==> config.mk <==
export PLATFORM = sky130hd
export DESIGN_NAME = mc_control_unit
export DESIGN_NICKNAME = d
export VERILOG_FILES = /design/src/rtl/cpu_types_pkg.sv /design/src/rtl/mc_decode.sv /design/src/rtl/mc_control_unit.sv
export SDC_FILE = /design/constraint.sdc
export NUM_CORES = 1
export LEC_CHECK = 0
export ABC_AREA = 1
export CORE_UTILIZATION = 45
export CTS_CLUSTER_DIAMETER = 120
export DETAILED_ROUTE_END_ITERATION = 8
export MAX_ROUTING_LAYER = met4
export PLACE_DENSITY = 0.8
export SKIP_LAST_GASP = 1
export SYNTH_ARGS = -nofsm -noshare
export SYNTH_HDL_FRONTEND = slang
export SYNTH_SLANG_ARGS = --single-unit
==> constraint.sdc <==
create_clock -name CLK -period 1.5 [get_ports CLK]
set_input_delay 0.3 -clock CLK [delete_from_list [all_inputs] [get_ports CLK]]
set_output_delay 0.3 -clock CLK [all_outputs]
set_load 0.03 [all_outputs]
==> src/rtl/cpu_types_pkg.sv <==
// Shared MIPS control enumerations for the multicycle control unit and its decoder.
package cpu_types_pkg;

    typedef enum logic [5:0] {
        RTYPE = 6'b000000, J     = 6'b000010, JAL   = 6'b000011,
        BEQ   = 6'b000100, BNE   = 6'b000101, ADDI  = 6'b001000,
        ADDIU = 6'b001001, SLTI  = 6'b001010, SLTIU = 6'b001011,
        ANDI  = 6'b001100, ORI   = 6'b001101, XORI  = 6'b001110,
        LUI   = 6'b001111, LW    = 6'b100011, SW    = 6'b101011,
        LL    = 6'b110000, SC    = 6'b111000, HALT  = 6'b111111
    } opcode_t;

    typedef enum logic [5:0] {
        SLL  = 6'b000000, SRL  = 6'b000010, JR   = 6'b001000,
        ADD  = 6'b100000, ADDU = 6'b100001, SUB  = 6'b100010,
        SUBU = 6'b100011, AND  = 6'b100100, OR   = 6'b100101,
        XOR  = 6'b100110, NOR  = 6'b100111, SLT  = 6'b101010,
        SLTU = 6'b101011
    } funct_t;

    typedef enum logic [3:0] {
        ALU_SLL = 4'b0000, ALU_SRL = 4'b0001, ALU_ADD = 4'b0010,
        ALU_SUB = 4'b0011, ALU_AND = 4'b0100, ALU_OR  = 4'b0101,
        ALU_XOR = 4'b0110, ALU_NOR = 4'b0111, ALU_SLT = 4'b1010,
        ALU_SLTU = 4'b1011
    } aluop_t;

    typedef enum logic [1:0] {NEXT, BRANCH, JUMP, JUMPREGISTER} pc_select_t;
    typedef enum logic [1:0] {PORT_O, DMEMLOAD, LUI_WORD, RTN_ADDR} wdatsel_t;
    typedef enum logic [1:0] {SIGN, ZERO, SHAMT} imm_sel_t;

    typedef enum logic [2:0] {
        FETCH, DECODE, EXECUTE, MEMORY, WRITEBACK, HALTED
    } mc_state_t;

    localparam int WAIT_CNT_W = 16;

endpackage

==> src/rtl/mc_decode.sv <==
// Combinational IR-to-control-class decoder; the FSM gates these by state.
// LL/SC decode only when MC_ATOMIC_EN is defined.
module mc_decode
    import cpu_types_pkg::*;
#(
    parameter int REG_AW = 5
) (
    input  logic [31:0]       ir,
    output logic              valid,
    output logic              is_halt,
    output logic              is_mem,
    output logic              is_load,
    output logic              is_atomic,
    output logic              is_branch,
    output logic              is_bne,
    output logic              is_jump,
    output logic              is_link,
    output logic              writes_reg,
    output logic              alusrc,
    output aluop_t            aluop,
    output imm_sel_t          imm_sel,
    output pc_select_t        jump_sel,
    output wdatsel_t          wdatsel,
    output logic [REG_AW-1:0] wsel
);

    logic unused_fields;
    assign unused_fields = ^{ir[25:21], ir[10:6]};

    always_comb begin
        valid = 1'b1;      is_halt = 1'b0;   is_mem = 1'b0;    is_load = 1'b0;
        is_atomic = 1'b0;  is_branch = 1'b0; is_bne = 1'b0;    is_jump = 1'b0;
        is_link = 1'b0;    writes_reg = 1'b0;
        alusrc = 1'b1;     aluop = ALU_ADD;  imm_sel = SIGN;
        jump_sel = NEXT;   wdatsel = PORT_O; wsel = REG_AW'(ir[20:16]);
        case (ir[31:26])
            RTYPE: begin
                alusrc = 1'b0;
                writes_reg = 1'b1;
                wsel = REG_AW'(ir[15:11]);
                case (ir[5:0])
                    SLL:       begin aluop = ALU_SLL; alusrc = 1'b1; imm_sel = SHAMT; end
                    SRL:       begin aluop = ALU_SRL; alusrc = 1'b1; imm_sel = SHAMT; end
                    JR:        begin writes_reg = 1'b0; is_jump = 1'b1; jump_sel = JUMPREGISTER; end
                    ADD, ADDU: aluop = ALU_ADD;
                    SUB, SUBU: aluop = ALU_SUB;
                    AND:       aluop = ALU_AND;
                    OR:        aluop = ALU_OR;
                    XOR:       aluop = ALU_XOR;
                    NOR:       aluop = ALU_NOR;
                    SLT:       aluop = ALU_SLT;
                    SLTU:      aluop = ALU_SLTU;
                    default:   begin valid = 1'b0; writes_reg = 1'b0; end
                endcase
            end
            ADDI, ADDIU: writes_reg = 1'b1;
            SLTI:  begin aluop = ALU_SLT;  writes_reg = 1'b1; end
            SLTIU: begin aluop = ALU_SLTU; writes_reg = 1'b1; end
            ANDI:  begin aluop = ALU_AND;  imm_sel = ZERO; writes_reg = 1'b1; end
            ORI:   begin aluop = ALU_OR;   imm_sel = ZERO; writes_reg = 1'b1; end
            XORI:  begin aluop = ALU_XOR;  imm_sel = ZERO; writes_reg = 1'b1; end
            LUI:   begin writes_reg = 1'b1; wdatsel = LUI_WORD; end
            LW:    begin is_mem = 1'b1; is_load = 1'b1; writes_reg = 1'b1; wdatsel = DMEMLOAD; end
            SW:    is_mem = 1'b1;
            BEQ:   begin is_branch = 1'b1; aluop = ALU_SUB; alusrc = 1'b0; end
            BNE:   begin is_branch = 1'b1; is_bne = 1'b1; aluop = ALU_SUB; alusrc = 1'b0; end
            J:     begin is_jump = 1'b1; jump_sel = JUMP; alusrc = 1'b0; end
            JAL: begin
                is_jump = 1'b1; is_link = 1'b1; jump_sel = JUMP; alusrc = 1'b0;
                wdatsel = RTN_ADDR; wsel = REG_AW'(31);
            end
            HALT:  is_halt = 1'b1;
`ifdef MC_ATOMIC_EN
            LL: begin
                is_mem = 1'b1; is_load = 1'b1; is_atomic = 1'b1;
                writes_reg = 1'b1; wdatsel = DMEMLOAD;
            end
            // SC writes back the success flag the cache returns on dmemload
            SC: begin
                is_mem = 1'b1; is_atomic = 1'b1;
                writes_reg = 1'b1; wdatsel = DMEMLOAD;
            end
`endif
            default: valid = 1'b0;
        endcase
    end

endmodule

==> src/rtl/mc_control_unit.sv <==
// Multicycle MIPS control FSM with memory-wait watchdog.
// Define MC_ATOMIC_EN to enable LL/SC (datomic); otherwise datomic stays 0.
module mc_control_unit
    import cpu_types_pkg::*;
#(
    parameter int WORD_W   = 32,
    parameter int REG_AW   = 5,
    parameter int WAIT_MAX = 255
) (
    input  logic              CLK,
    input  logic              nRST,
    input  logic [WORD_W-1:0] imemload,
    input  logic              ihit,
    input  logic              dhit,
    input  logic              z_fl,
    output logic              iREN,
    output logic              dREN,
    output logic              dWEN,
    output logic              datomic,
    output logic              ir_en,
    output logic              pc_en,
    output pc_select_t        pc_select,
    output aluop_t            aluop,
    output logic              alusrc,
    output imm_sel_t          imm_sel,
    output wdatsel_t          wdatsel,
    output logic              WEN,
    output logic [REG_AW-1:0] wsel,
    output logic              cpu_halt,
    output logic              mem_err
);

    mc_state_t             state_q, state_d;
    logic [31:0]           ir_q, ir_d;
    logic [WAIT_CNT_W-1:0] wait_cnt_q, wait_cnt_d;
    logic                  mem_err_q, mem_err_d;
    logic                  stall;

    logic d_valid, d_is_halt, d_is_mem, d_is_load, d_is_atomic, d_is_branch;
    logic d_is_bne, d_is_jump, d_is_link, d_writes_reg, d_alusrc;
    aluop_t            d_aluop;
    imm_sel_t          d_imm_sel;
    pc_select_t        d_jump_sel;
    wdatsel_t          d_wdatsel;
    logic [REG_AW-1:0] d_wsel;

    mc_decode #(.REG_AW(REG_AW)) u_decode (
        .ir(ir_q), .valid(d_valid), .is_halt(d_is_halt), .is_mem(d_is_mem),
        .is_load(d_is_load), .is_atomic(d_is_atomic), .is_branch(d_is_branch),
        .is_bne(d_is_bne), .is_jump(d_is_jump), .is_link(d_is_link),
        .writes_reg(d_writes_reg), .alusrc(d_alusrc), .aluop(d_aluop),
        .imm_sel(d_imm_sel), .jump_sel(d_jump_sel), .wdatsel(d_wdatsel), .wsel(d_wsel)
    );

    assign stall = (state_q == FETCH && !ihit) || (state_q == MEMORY && !dhit);

    always_comb begin
        state_d    = state_q;
        ir_d       = ir_q;
        wait_cnt_d = '0;
        mem_err_d  = mem_err_q;
        case (state_q)
            FETCH: if (ihit) begin
                ir_d    = imemload[31:0];
                state_d = DECODE;
            end
            DECODE: begin
                if (d_is_halt)    state_d = HALTED;
                else if (!d_valid) state_d = FETCH;
                else              state_d = EXECUTE;
            end
            EXECUTE: begin
                if (d_is_mem)          state_d = MEMORY;
                else if (d_writes_reg) state_d = WRITEBACK;
                else                   state_d = FETCH;
            end
            MEMORY:    if (dhit) state_d = d_writes_reg ? WRITEBACK : FETCH;
            WRITEBACK: state_d = FETCH;
            HALTED:    state_d = HALTED;
            default:   state_d = FETCH;
        endcase
        // The count only advances while below WAIT_MAX, so it can never wrap
        if (stall) begin
            if ({1'b0, wait_cnt_q} + 17'd1 >= 17'(WAIT_MAX)) begin
                mem_err_d = 1'b1;
                state_d   = HALTED;
            end else begin
                wait_cnt_d = wait_cnt_q + 1'b1;
            end
        end
    end

    always_ff @(posedge CLK or negedge nRST) begin
        if (!nRST) begin
            state_q    <= FETCH;
            ir_q       <= '0;
            wait_cnt_q <= '0;
            mem_err_q  <= 1'b0;
        end else begin
            state_q    <= state_d;
            ir_q       <= ir_d;
            wait_cnt_q <= wait_cnt_d;
            mem_err_q  <= mem_err_d;
        end
    end

    // Requests are masked while nRST is low so nothing reaches the caches mid-reset.
    // ALU selects stay valid through MEMORY/WRITEBACK to hold the address and result steady.
    always_comb begin
        iREN = 1'b0; dREN = 1'b0; dWEN = 1'b0; datomic = 1'b0;
        ir_en = 1'b0; pc_en = 1'b0; WEN = 1'b0;
        pc_select = NEXT; aluop = ALU_ADD; alusrc = 1'b0; imm_sel = SIGN;
        wdatsel = PORT_O; wsel = '0;
        if (nRST) begin
            if (state_q inside {EXECUTE, MEMORY, WRITEBACK}) begin
                aluop   = d_aluop;
                alusrc  = d_alusrc;
                imm_sel = d_imm_sel;
            end
            case (state_q)
                FETCH: begin
                    iREN  = 1'b1;
                    ir_en = ihit;
                    pc_en = ihit;
                end
                EXECUTE: begin
                    if (d_is_jump) begin
                        pc_en = 1'b1;
                        pc_select = d_jump_sel;
                    end
                    if (d_is_branch && (z_fl ^ d_is_bne)) begin
                        pc_en = 1'b1;
                        pc_select = BRANCH;
                    end
                    if (d_is_link) begin
                        WEN = 1'b1;
                        wsel = d_wsel;
                        wdatsel = d_wdatsel;
                    end
                end
                MEMORY: begin
                    dREN    = d_is_load;
                    dWEN    = !d_is_load;
                    datomic = d_is_atomic;
                end
                WRITEBACK: begin
                    WEN = 1'b1;
                    wsel = d_wsel;
                    wdatsel = d_wdatsel;
                end
                default: ;
            endcase
        end
    end

    assign cpu_halt = (state_q == HALTED);
    assign mem_err  = mem_err_q;

endmodule
==> key figures <==
Synthesis
  – Mapped Cells: 398
  – Post-Syn Area: 2650 µm²
  – Netlist cell types: 34
  – Synth Register Bits: 42
  – Synth Area per Inst: 6.65 µm²
  – Seq/Total Area, Yosys: 39.7%
  – Synthesis Warnings: 0

Floorplanning
  – Die area: 6190 µm²
  – Io pins: 62
  – Die Y: 78.7 µm
  – Rows: 27
  – Core Box Area: 5570 µm²
  – Starting Density: 47.5%
  – Die W: 78.7 µm

Worst setup path
  – Worst-path maximum fanout: 7
  – CP endpoint kind: output port
  – CP required: 1.20 ns
  – WS Path Type: reg2out
  – Setup crit start kind: flop
  – Crit path DAT: 2.09 ns

Timing
  – Tightest Pin Transition: 0.587 ns
  – Fin crit period: 2.39 ns
  – RSZ-0062 raised after global routing: yes
  – Max Slew Vio Count: 0
  – Hold Fails Final Rpt: 0
  – Post-route setup TNS: -27.08 ns
  – Relative slew slack: 60.6%
  – Max frequency: 418 MHz
  – Final period utilization: 159%
  – Setup Skew: 0.0144 ns
  – Final setup margin: -0.892 ns
  – Final Setup Violations: 57

Drt
  – Final antenna-violating net count: 0
  – DRC violation total after the first TritonRoute iteration: 434
  – Average routed wire per standard cell: 22.4 µm
  – Vias/cell: 6.18
  – Post-route DRC violation count: 0
  – WL final: 14,600 µm
  – First drt pass iteration count: 6
  – DR vias: 4,029

GRT
  – Largest net degree at the start of global routing: 43
  – GR Util All Layers: 32.9%
  – Gr ovfl total: 0
  – Global-route wire length before repair: 15,300 µm
  – Initial antenna violation count: 0
  – Vias in the first global route: 3,406

Pwr
  – P_leak: 2.46 nW
  – Maximum VDD drop: 0.00125 V
  – Pwr Density: 1600 nW/µm²

Clock network
  – Total CTS buffers: 5
  – TritonCTS clock tree: yes
  – H-tree depth: 2
  – Clk pin slew, worst setup/hold paths: 0.09 ns
  – CTS Hold Bufs: 0
  – Clock root cell: clkbuf_8
  – Clk buf depth: 2
  – CTS sink cnt: 42
  – Worst-Skew Late Latency: 0.33 ns

Placement
  – Port-buffer cells: 50
  – GPL Wtd Cong: 0.981
  – Placement Setup Slack: -0.673 ns
  – DPL Wire Length: 6060 µm

Layout
  – P&R area growth vs syn: 95.3%
  – Most frequent cells in the layout: buf_4, nand2_1, buf_6
  – N_diodes: 0
  – Final #Nets: 618
  – Most common cell after layout, fill and taps aside: buf_4
  – Layout cell share with drive strength beyond 1: 52.4%

Flow run
  – Max Cap Violations: 0

Outcome
  – Status: finished with violations
  – Failing checks: setup timing

Worst hold path
  – Hold crit path type: in2async
per-layer routing:
| layer | track usage [%] | up-vias | share of wire [%] |
|---|---|---|---|
| met5 | - | - | 0 |
| met3 | 4.07 | 135 | 12 |
| li1 | - | 1620 | - |
| met4 | 16.5 | 0 | 7.9 |
| met2 | 58.9 | 378 | 47 |
| met1 | 35.8 | 1896 | 33 |
cells in the mapped netlist:
| library cell | count | area (µm²) |
|---|---|---|
| xor2_1 | 2 | 17.5 |
| nand3b_1 | 2 | 15.0 |
| conb_1 | 1 | 3.75 |
| nor4_1 | 1 | 6.26 |
| clkbuf_1 | 5 | 18.8 |
| buf_4 | 1 | 7.51 |
| o22ai_1 | 1 | 6.26 |
| nor2_2 | 8 | 50.1 |
| nand4_4 | 1 | 21.3 |
| a41oi_1 | 1 | 8.76 |
| nand2_1 | 128 | 480 |
| o21ai_0 | 19 | 95.1 |
| buf_2 | 1 | 5.00 |
| o21bai_1 | 1 | 7.51 |
| nor2_1 | 61 | 229 |
| and2_1 | 1 | 6.26 |
| inv_1 | 49 | 184 |
| o221ai_1 | 5 | 43.8 |
| o211ai_1 | 1 | 7.51 |
| xnor2_1 | 1 | 8.76 |
| nand3_1 | 25 | 125 |
| inv_2 | 2 | 7.51 |
| a21oi_2 | 1 | 8.76 |
| o21ai_1 | 2 | 10.0 |
| a21oi_1 | 15 | 75.1 |
| ha_1 | 2 | 25.0 |
| nand4_1 | 7 | 43.8 |
| dfrtp_1 | 42 | 1050 |
| nor3_2 | 1 | 10.0 |
| nand2_2 | 3 | 18.8 |
| o311ai_0 | 1 | 8.76 |
| nor3_1 | 5 | 25.0 |
| a21boi_0 | 1 | 7.51 |
| o31ai_1 | 1 | 7.51 |
cell families (layout without fill, tap and decap cells):
group	after synthesis	in the layout	synth area share, %
AND/OR/NAND/NOR	243	243	39.0
buffers and inverters	58	232	8.42
AO/OA/AOI/OAI	49	49	10.8
flip-flops	42	42	39.7
XOR/XNOR	3	3	0.993
adder cells (fa/ha/maj)	2	2	0.945
other	1	9	0.142
critical path, cell delays in order, from the launching register on:
cell and delay [ns]:
dfrtp_1 0.46, nor2_4 0.28, nand3_2 0.15, buf_4 0.18
nor2_2 0.20, nor2_1 0.12, nor3_2 0.17, buf_4 0.20
repair_timing:
| action | in CTS | in global routing |
|---|---|---|
| gates cloned | 0 | 4 |
| buffers inserted | 17 | 16 |
| hold endpoints to repair | 0 | 0 |
| pin swaps | 27 | 28 |
| endpoints found under the setup margin | 58 | 57 |
| gates resized for setup | 83 | 128 |
power breakdown:
part	internal (mW)	switching, mW
clock network	0.491	0.446
logic	2.37	3.09
registers	1.47	0.421
total	4.33	3.96
state kept, by name, summed over array words and instances, names as in the netlist:
signal / cells
state_q: 3
wait_cnt_q: 16
ir_q: 22
mem_err: 1
area by class of cell:
cell class                 count  area [µm²]
sequential                    42        1060
inverter                      51         198
tap                           72        90.1
clock inverter                 3        40.0
timing repair buffer         173        1600
fill                         182         405
multi-input combinational    306        2110
clock buffer                   5        68.8
metrics by stage:
stage	area [µm²]	utilization, %	power, mW	hold slack (ns)	instances
after CTS	4590	82.4	6.44	0.242	634
after global routing	5170	92.7	8.46	0.296	652
after floorplan	2890	-	3.30	0.00441	406
final	5170	92.7	8.29	0.260	652
after global placement	4070	73.0	4.71	0.456	610
after detailed placement	4070	73.0	4.81	0.466	610
worst paths after layout:
kind / startpoint / to / slack, ns / cells past startpoint
worst max register to register: ir_q[30] / state_q[1] / -0.67 / 11
worst min register to register: mem_err / mem_err / 0.54 / 2
worst min-delay path: nRST / ir_q[15] / 0.26 / 3
worst max-delay path: ir_q[31] / pc_select[0] / -0.89 / 7
min in group CLK: imemload[18] / ir_q[18] / 0.53 / 3
max in group asynchronous: nRST / wait_cnt_q[0] / 0.83 / 3
(Power assumes the default switching activity.)
